===== config.mk =====
export PLATFORM = sky130hd
export DESIGN_NAME = otter_mem_arbiter
export DESIGN_NICKNAME = d
export VERILOG_FILES = /design/src/rtl/otter_arb_pkg.sv /design/src/rtl/otter_arb_fair_cnt.sv /design/src/rtl/otter_mem_arbiter.sv
export SDC_FILE = /design/constraint.sdc
export NUM_CORES = 1
export LEC_CHECK = 0
export CORE_MARGIN = 2
export CORE_UTILIZATION = 36
export CTS_CLUSTER_SIZE = 28
export DETAILED_ROUTE_END_ITERATION = 8
export GPL_TIMING_DRIVEN = 0
export HOLD_SLACK_MARGIN = 0.08
export PLACE_DENSITY = 0.76
export SETUP_SLACK_MARGIN = 0.1
export SLEW_MARGIN = 20
export SYNTH_ARGS = -nofsm -noshare
export SYNTH_HDL_FRONTEND = slang
export SYNTH_HIERARCHICAL = 1
export SYNTH_SLANG_ARGS = --single-unit

===== constraint.sdc =====
create_clock -name CLK -period 1.6 [get_ports CLK]
set_input_delay 0.32 -clock CLK [delete_from_list [all_inputs] [get_ports CLK]]
set_output_delay 0.32 -clock CLK [all_outputs]
set_load 0.02 [all_outputs]

===== src/rtl/otter_arb_pkg.sv =====
// Shared types and constants for the OTTER unified-memory arbiter.
package otter_arb_pkg;

    typedef enum logic [1:0] {
        IDLE,
        ISSUE,
        RESP
    } arb_state_t;

    typedef enum logic {
        GNT_IF,
        GNT_MEM
    } grant_t;

    // funct3[1:0] access sizes
    localparam logic [1:0] SZ_BYTE = 2'b00;
    localparam logic [1:0] SZ_HALF = 2'b01;
    localparam logic [1:0] SZ_WORD = 2'b10;

endpackage


===== src/rtl/otter_arb_fair_cnt.sv =====
// Saturating fairness counter: counts data grants made while a fetch is
// waiting and raises force_if once MAX_DATA_BURST of them have happened.
module otter_arb_fair_cnt #(
    parameter int unsigned MAX_DATA_BURST = 4
) (
    input  logic CLK,
    input  logic RST_N,
    input  logic in_idle,
    input  logic if_req,
    input  logic if_gnt,
    input  logic mem_gnt,
    output logic force_if
);

    localparam int unsigned CNT_W = $clog2(MAX_DATA_BURST + 1);
    localparam logic [CNT_W-1:0] CNT_MAX = CNT_W'(MAX_DATA_BURST);

    logic [CNT_W-1:0] cnt_q, cnt_d;

    // Clear on IF grant or on an idle cycle with no fetch; otherwise count
    // data grants that bypassed a waiting fetch, saturating at the limit.
    always_comb begin
        cnt_d = cnt_q;
        if (if_gnt || (in_idle && !if_req)) begin
            cnt_d = '0;
        end else if (mem_gnt && if_req && (cnt_q < CNT_MAX)) begin
            cnt_d = cnt_q + 1'b1;
        end
    end

    // Counter register.
    always_ff @(posedge CLK or negedge RST_N) begin
        if (!RST_N) begin
            cnt_q <= '0;
        end else begin
            cnt_q <= cnt_d;
        end
    end

    assign force_if = (cnt_q >= CNT_MAX);

endmodule


===== src/rtl/otter_mem_arbiter.sv =====
// Arbiter sharing the single-port OTTER memory between instruction fetch and
// the MEM-stage data port. Data has priority, bounded by a fairness counter.
// Optional performance counters are enabled with OTTER_ARB_PERF_EN.
module otter_mem_arbiter
    import otter_arb_pkg::*;
#(
    parameter int unsigned ADDR_W         = 32,
    parameter int unsigned DATA_W         = 32,
    parameter int unsigned MAX_DATA_BURST = 4
) (
    input  logic              CLK,
    input  logic              RST_N,
    input  logic              if_req,
    input  logic [ADDR_W-1:0] if_addr,
    output logic [DATA_W-1:0] if_rdata,
    output logic              if_valid,
    input  logic              mem_req,
    input  logic              mem_we,
    input  logic [ADDR_W-1:0] mem_addr,
    input  logic [DATA_W-1:0] mem_wdata,
    input  logic [1:0]        mem_size,
    output logic [DATA_W-1:0] mem_rdata,
    output logic              mem_valid,
    output logic              ram_req,
    output logic              ram_we,
    output logic [ADDR_W-1:0] ram_addr,
    output logic [DATA_W-1:0] ram_wdata,
    output logic [1:0]        ram_size,
    input  logic              ram_ack,
    input  logic [DATA_W-1:0] ram_rdata,
    output logic              stall_if,
    output logic              stall_mem
`ifdef OTTER_ARB_PERF_EN
    ,
    output logic [31:0]       perf_if_stall_cnt,
    output logic [31:0]       perf_mem_stall_cnt,
    output logic [31:0]       perf_forced_if_cnt
`endif
);

    arb_state_t        state_q, state_d;
    grant_t            gnt_q, gnt_d, gnt_sel;
    logic              ram_req_q, ram_req_d;
    logic              ram_we_q, ram_we_d;
    logic [ADDR_W-1:0] ram_addr_q, ram_addr_d;
    logic [DATA_W-1:0] ram_wdata_q, ram_wdata_d;
    logic [1:0]        ram_size_q, ram_size_d;
    logic [DATA_W-1:0] if_rdata_q, if_rdata_d;
    logic [DATA_W-1:0] mem_rdata_q, mem_rdata_d;
    logic              if_valid_q, if_valid_d;
    logic              mem_valid_q, mem_valid_d;

    logic in_idle, any_req, if_gnt, mem_gnt, force_if;

    assign in_idle = (state_q == IDLE);
    assign any_req = if_req | mem_req;
    assign gnt_sel = (mem_req && !(if_req && force_if)) ? GNT_MEM : GNT_IF;
    assign if_gnt  = in_idle && any_req && (gnt_sel == GNT_IF);
    assign mem_gnt = in_idle && any_req && (gnt_sel == GNT_MEM);

    otter_arb_fair_cnt #(
        .MAX_DATA_BURST(MAX_DATA_BURST)
    ) u_fair_cnt (
        .CLK     (CLK),
        .RST_N   (RST_N),
        .in_idle (in_idle),
        .if_req  (if_req),
        .if_gnt  (if_gnt),
        .mem_gnt (mem_gnt),
        .force_if(force_if)
    );

    // Next-state and registered-output logic for the IDLE/ISSUE/RESP sequence.
    always_comb begin
        state_d     = state_q;
        gnt_d       = gnt_q;
        ram_req_d   = ram_req_q;
        ram_we_d    = ram_we_q;
        ram_addr_d  = ram_addr_q;
        ram_wdata_d = ram_wdata_q;
        ram_size_d  = ram_size_q;
        if_rdata_d  = if_rdata_q;
        mem_rdata_d = mem_rdata_q;
        if_valid_d  = 1'b0;
        mem_valid_d = 1'b0;
        case (state_q)
            IDLE: begin
                if (any_req) begin
                    gnt_d     = gnt_sel;
                    ram_req_d = 1'b1;
                    state_d   = ISSUE;
                    if (gnt_sel == GNT_MEM) begin
                        ram_we_d    = mem_we;
                        ram_addr_d  = mem_addr;
                        ram_wdata_d = mem_wdata;
                        ram_size_d  = mem_size;
                    end else begin
                        ram_we_d    = 1'b0;
                        ram_addr_d  = if_addr;
                        ram_wdata_d = '0;
                        ram_size_d  = SZ_WORD;
                    end
                end
            end
            ISSUE: begin
                if (ram_ack) begin
                    ram_req_d = 1'b0;
                    state_d   = RESP;
                    if (gnt_q == GNT_MEM) begin
                        mem_valid_d = 1'b1;
                        // Store acks carry no meaningful data; keep last load value.
                        if (!ram_we_q) begin
                            mem_rdata_d = ram_rdata;
                        end
                    end else begin
                        if_valid_d = 1'b1;
                        if_rdata_d = ram_rdata;
                    end
                end
            end
            RESP: begin
                state_d = IDLE;
            end
            default: begin
                state_d = IDLE;
            end
        endcase
    end

    // State and output registers.
    always_ff @(posedge CLK or negedge RST_N) begin
        if (!RST_N) begin
            state_q     <= IDLE;
            gnt_q       <= GNT_IF;
            ram_req_q   <= 1'b0;
            ram_we_q    <= 1'b0;
            ram_addr_q  <= '0;
            ram_wdata_q <= '0;
            ram_size_q  <= '0;
            if_rdata_q  <= '0;
            mem_rdata_q <= '0;
            if_valid_q  <= 1'b0;
            mem_valid_q <= 1'b0;
        end else begin
            state_q     <= state_d;
            gnt_q       <= gnt_d;
            ram_req_q   <= ram_req_d;
            ram_we_q    <= ram_we_d;
            ram_addr_q  <= ram_addr_d;
            ram_wdata_q <= ram_wdata_d;
            ram_size_q  <= ram_size_d;
            if_rdata_q  <= if_rdata_d;
            mem_rdata_q <= mem_rdata_d;
            if_valid_q  <= if_valid_d;
            mem_valid_q <= mem_valid_d;
        end
    end

    assign ram_req   = ram_req_q;
    assign ram_we    = ram_we_q;
    assign ram_addr  = ram_addr_q;
    assign ram_wdata = ram_wdata_q;
    assign ram_size  = ram_size_q;
    assign if_rdata  = if_rdata_q;
    assign mem_rdata = mem_rdata_q;
    assign if_valid  = if_valid_q;
    assign mem_valid = mem_valid_q;

    assign stall_if  = if_req & ~if_valid_q;
    assign stall_mem = mem_req & ~mem_valid_q;

`ifdef OTTER_ARB_PERF_EN
    logic [31:0] perf_if_stall_q, perf_mem_stall_q, perf_forced_if_q;
    logic        forced_if;

    // An IF grant while data was also requesting can only come from the fairness rule.
    assign forced_if = if_gnt & mem_req;

    // Free-running wrap-around event counters.
    always_ff @(posedge CLK or negedge RST_N) begin
        if (!RST_N) begin
            perf_if_stall_q  <= '0;
            perf_mem_stall_q <= '0;
            perf_forced_if_q <= '0;
        end else begin
            if (stall_if)  perf_if_stall_q  <= perf_if_stall_q + 32'd1;
            if (stall_mem) perf_mem_stall_q <= perf_mem_stall_q + 32'd1;
            if (forced_if) perf_forced_if_q <= perf_forced_if_q + 32'd1;
        end
    end

    assign perf_if_stall_cnt  = perf_if_stall_q;
    assign perf_mem_stall_cnt = perf_mem_stall_q;
    assign perf_forced_if_cnt = perf_forced_if_q;
`endif

endmodule


* Yosys cells after proc, flatten, opt, wreduce, memory -nomap -nowiden *
Index checks and enable logic that the tools add are counted.

storage, ports and cells
  register bits after elaboration = 140

cells by class
  reductions and logical operators = 19
  bitwise logic cells = 8
  multiplexer cells = 19
  equal/unequal tests = 3
  $add $sub $neg = 1
  magnitude comparators = 2

operator list
  cell                                                       number
  2-to-1 mux 32 bit                                          2
  2-to-1 mux 1 bit                                           10
  logical AND 1 bit                                          8
  2-to-1 mux 2 bit                                           3
  2-to-1 mux 3 bit                                           2
  AND reduction 3 bit                                        2
  NOT 1 bit                                                  5
  one-hot mux 2 bit (2 select lines)                         1
  AND reduction 2 bit                                        2
  AND reduction 4 bit                                        1
  nonzero test 2 bit                                         2
  adder 3 x 1 -> 3 bit (second input constant)               1
  greater-or-equal comparator 3 bit (second input constant)  1
  < comparator 3 bit (second input constant)                 1
  bitwise AND 1 bit                                          2
  equality test 2 x 1 -> 1 bit (second input constant)       1
  logical NOT 1 bit                                          2
  logical NOT 2 bit                                          1
  != test 2 x 1 -> 1 bit (second input constant)             1
  != test 2 bit (second input constant)                      1
  one-hot mux 1 bit (2 select lines)                         1
  logical OR 1 bit                                           1
  bitwise OR 1 bit                                           1

* Depth between registers and ports, before layout *
  word-level depth = 10
  mapped depth = 8
  mapped depth without buffers = 5

* Modules after synthesis *
Netlist, hierarchy kept.

by module, submodules not included
  module              area each (um2)  cells an instance  instances
  otter_mem_arbiter   5278.8           349                1
  otter_arb_fair_cnt  178.9            19                 1

* Worst setup path before layout *
OpenSTA, ideal clock, no wires.

  kind = register to register
  start = register state_q[0]
  end = register u_fair_cnt.cnt_q[0]
  path slack = 0.060 ns
  stages on the path, launching flop included = 8
  period minus slack after synthesis = 1.540 ns
  arrival time = 1.415 ns
  required time = 1.475 ns
  path buffers = 2
  cell sequence = dfrtp_1 > nor2_2 > and3_1 > buf_2 > buf_2 > nand3b_1 > nand4b_1 > o31ai_1

on the way
  word-level cells in the longest chain between the ends = 6
  elaborated cells on any way between the ends = 10
  classes of those cells = mux: 1; reduce/logical: 9

ends and longest elaborated chain
  what                            line                      text
  from (decl)                     otter_mem_arbiter.sv:41   arb_state_t state_q, state_d;
  from (signal assigned)          otter_mem_arbiter.sv:145  state_q <= state_d;
  logical NOT 2 bit               otter_mem_arbiter.sv:55   assign in_idle = (state_q == IDLE);
  net in_idle                     otter_mem_arbiter.sv:53   logic in_idle, any_req, if_gnt, mem_gnt, force_if;
  logical AND 1 bit (2 in a row)  otter_mem_arbiter.sv:59   assign mem_gnt = in_idle && any_req && (gnt_sel == GNT_MEM);
  net mem_gnt                     otter_mem_arbiter.sv:53
  logical AND 1 bit (2 in a row)  otter_arb_fair_cnt.sv:26  end else if (mem_gnt && if_req && (cnt_q < CNT_MAX)) begin
  nonzero test 2 bit (no line)    --
  to (signal assigned)            otter_arb_fair_cnt.sv:36  cnt_q <= cnt_d;
  to (decl)                       otter_arb_fair_cnt.sv:18  logic [CNT_W-1:0] cnt_q, cnt_d;

The timed path passes the listed nets, and every way through them passes these cells.
A chain may end at the register's enable or synchronous reset.

* Worst setup path in the final report *
  start = register state_q[1]
  end = register if_rdata_q[6] (netlist: if_rdata[6])

on the way
  word-level cells in the longest chain between the ends = 2

ends and longest elaborated chain
  what                           line                      text
  equality test 2 x 1 -> 1 bit   otter_mem_arbiter.sv:86   case (state_q)
  AND reduction 3 bit (no line)  --
  to (signal assigned)           otter_mem_arbiter.sv:152  if_rdata_q <= if_rdata_d;
  to (decl)                      otter_mem_arbiter.sv:48   logic [DATA_W-1:0] if_rdata_q, if_rdata_d;

No other way between the ends.

==> key figures <==
Synthesis
  • Seq/Total Area, Yosys: approximately 64%
  • Top post-synthesis cells by area: dfrtp_1 64%, mux2_2 13%, a221o_1 5.9%
  • Post-synth top cells: 140 x dfrtp_1, 62 x mux2_2, 34 x a22o_1, 34 x and3_1, 32 x a221o_1
  • Top-area cell type share of the netlist area: around 64%
  • Seq cells post-synth: 140
  • Synth Flop Type: dfrtp_1
  • Post-synthesis mux area share: 13.2%
  • Yosys warns: 6
  • Async set-reset flop share out of synthesis: 100%
  • Largest family of logic cells by synthesized area: multiplexers
  • Number of distinct library cells after synthesis: 29
  • Cell taking the most area after synthesis: dfrtp_1
  • Top-count cell post-synth: dfrtp_1
  • Synth Area per Inst: 14.8 um2
  • Post-Synth Adder-Cell Area: 0.459%
  • Mapped cell area: 0.00546 mm2
  • Simple-Gate Fraction of Synth Area: 6.42%
  • Gate Count Post-Synth: 368
  • Mapped Nets: 506
  • Xor-xnor portion of the synthesized cell area: 0%
  • Compound-Gate Fraction of Synth Area: 12.3%
  • Post-synth EDFFs: 0

Critical path
  • Critical Path RT: 1890 ps
  • CP max FO: 5
  • Worst Setup Start Kind: flop
  • WP data arrival: ~1800 ps
  • CP Capture Type: flop
  • Setup CP Type: flop to flop

Power and ir drop
  • VDD IR max: 0.00150 V
  • Power Dens Cells: 2060 mW/mm2
  • P_leak: 0.00473 uW

Timing
  • Minimum clock period: 1540 ps
  • Final setup viols: 0
  • Max-slew violation count: 0
  • Final WS setup: 60.7 ps
  • Final hold viol count: 0
  • Clock Skew: 6.55 ps
  • RSZ-0062 raised after global routing: true
  • Slew headroom: 64.1%
  • Worst Tran Pin Value: between 500 and 600 ps
  • Period utilization: a little over nine tenths
  • Fmax: 650 MHz

Clock tree
  • CTS Sinks: between 100 and 150
  • Root buf cell: clkbuf_16
  • Clk_lat worst skew: a little over 400 ps
  • CTS tree: done
  • Clk buf depth: 2
  • Clock-pin slew on the worst setup and hold paths: 60 ps
  • Max H-tree Level: 4
  • Num CTS Buffers: 17

Layout
  • Post-Layout Cell Count: 891
  • Nets: 829
  • Share of post-route cells with drive strength above 1: 24.5%
  • Syn-to-layout area delta: 79.7%
  • Antenna fix cells: 0

Global route
  • Vias in the first global route: 4953
  • GRT Resource Usage Total: 21.5%
  • Largest net degree at the start of global routing: 72
  • Met1 usage: 25.6%
  • Met3 Usage GRT: 9.67%
  • Initial antenna violation count: 0
  • First-pass GRT wire length: 27.1 mm
  • GRT Residual Overflow: 0
  • Grt peak-use layer: met2
  • Met2 usage in global routing: a little over a third

Floorplan
  • Die area: between 0.015 and 0.02 mm2
  • IO Count: 272
  • Initial Utilization: 36.3%
  • Row Count: 45
  • Chip width: 127 um
  • Die height: between 100 and 150 um
  • Core area: 0.0150 mm2

Drt
  • Drt via density: 5.05
  • Final Routed Wirelength: approximately 18 mm
  • Drt wl/cell: 20.0 um
  • Drt pass-1 iters: 4
  • Vias: 4502
  • DRC viols: 0
  • Final antenna-violating net count: 0
  • First DRT Iteration DRCs: 172

Place
  • Number of I/O port buffers: 271
  • Pre-CTS setup slack: -817 ps
  • Placed Cells: between 800 and 900
  • Hpwl dp: 12.1 mm
  • Placer congestion estimate: 0.833

Hold path
  • Worst hold path type: input pin to async pin

Run status
  • Status: complete, no violations

Flow run
  • Max_cap viols: 0
-- layout by cell type, fill, tap and decap left out, types with 3 or more instances in the layout --
cell type / n
buf_8: 10
and3_1: 32
dlygate4sd2_1: 115
buf_12: 7
dfrtp_1: 138
clkbuf_2: 6
a221o_1: 32
a22o_1: 34
clkbuf_8: 3
bufinv_16: 5
clkbuf_16: 22
mux2_2: 10
mux2_4: 54
buf_16: 3
buf_4: 15
inv_1: 7
buf_6: 14
clkdlybuf4s15_1: 18
clkinv_4: 3
clkdlybuf4s50_1: 132
-- cell families (layout without fill, tap and decap cells) --
group / count (synthesis) / in the layout
DFF: 140 / 140
AOI/OAI and AO/OA: 74 / 74
muxes: 64 / 64
and+or+nand+nor: 53 / 53
buffers and inverters: 35 / 370
adders and majority gates: 2 / 2
-- stage by stage --
step                      util [%]  hold slack, ps  setup TNS [ps]  total power [uW]  cell area, um2
final                         65.2             447               0             20200            9810
after global routing          65.2             485               0             21300            9810
after CTS                     63.2             437               0             19800            9500
after detailed placement      56.1             308          -77710             15600            8440
after global placement        55.9             465         -779270             15400            8410
after floorplan                  -            24.4               0             10900            5460
-- sequential cells by signal, summed over array words and instances (netlist names), 2 cells and up --
name / cells
ram_size: 2
mem_rdata: 32
ram_addr: 32
ram_wdata: 32
state_q: 2
if_rdata: 32
u_fair_cnt/cnt_q: 3
-- layer usage --
layer	part of all wire, %	vias to the layer above
met3	10	19
li1	-	2027
met2	49	219
met4	1.3	0
met1	39	2237
met5	0	-
-- what timing repair did --
action / 4_1_cts / 5_1_grt
pin swaps: 10 / 35
hold endpoints to repair: 69 / 0
gates resized for setup: 235 / 84
hold buffers: 1 / 0
gates cloned: 3 / 6
setup buffers: 22 / 2
endpoints found under the setup margin: 268 / 154
-- power by group --
| group | internal [uW] | switching, uW | leakage, uW |
|---|---|---|---|
| Combinational | 4820 | 4710 | 0.00270 |
| Sequential | 5290 | 1020 | 0.00172 |
| Clock | 2810 | 1540 | 0.000313 |
-- critical path, stage by stage, from the launching register on --
cell and delay, ps:
dfrtp_2 410, nand3b_4 200, nor2_4 170, buf_12 130, buf_8 100, buf_16 120, mux2_4 290
-- path summary, 6_finish.rpt --
check	startpoint	endpoint	slack (ps)	cells after the start
hold / removal	RST_N	mem_rdata[17]	450	2
hold reg to reg	ram_wdata[1]	ram_wdata[1]	490	1
setup / recovery	state_q[1]	if_rdata[6]	60	6
setup reg to reg	state_q[1]	if_rdata[6]	60	6
max in group asynchronous	RST_N	ram_addr[30]	410	3
min in group CLK	mem_size[1]	ram_size[1]	480	3
-- cell type report --
| class | count | area, um2 |
|---|---|---|
| Buffer | 27 | 322 |
| Clock buffer | 18 | 439 |
| Clock inverter | 13 | 214 |
| Fill cell | 1102 | 5230 |
| Inverter | 7 | 26.3 |
| Multi-Input combinational cell | 193 | 2020 |
| Sequential cell | 140 | 3510 |
| Tap cell | 188 | 235 |
| Timing Repair Buffer | 305 | 3050 |
No activity file was read; power rests on OpenSTA's default activity.
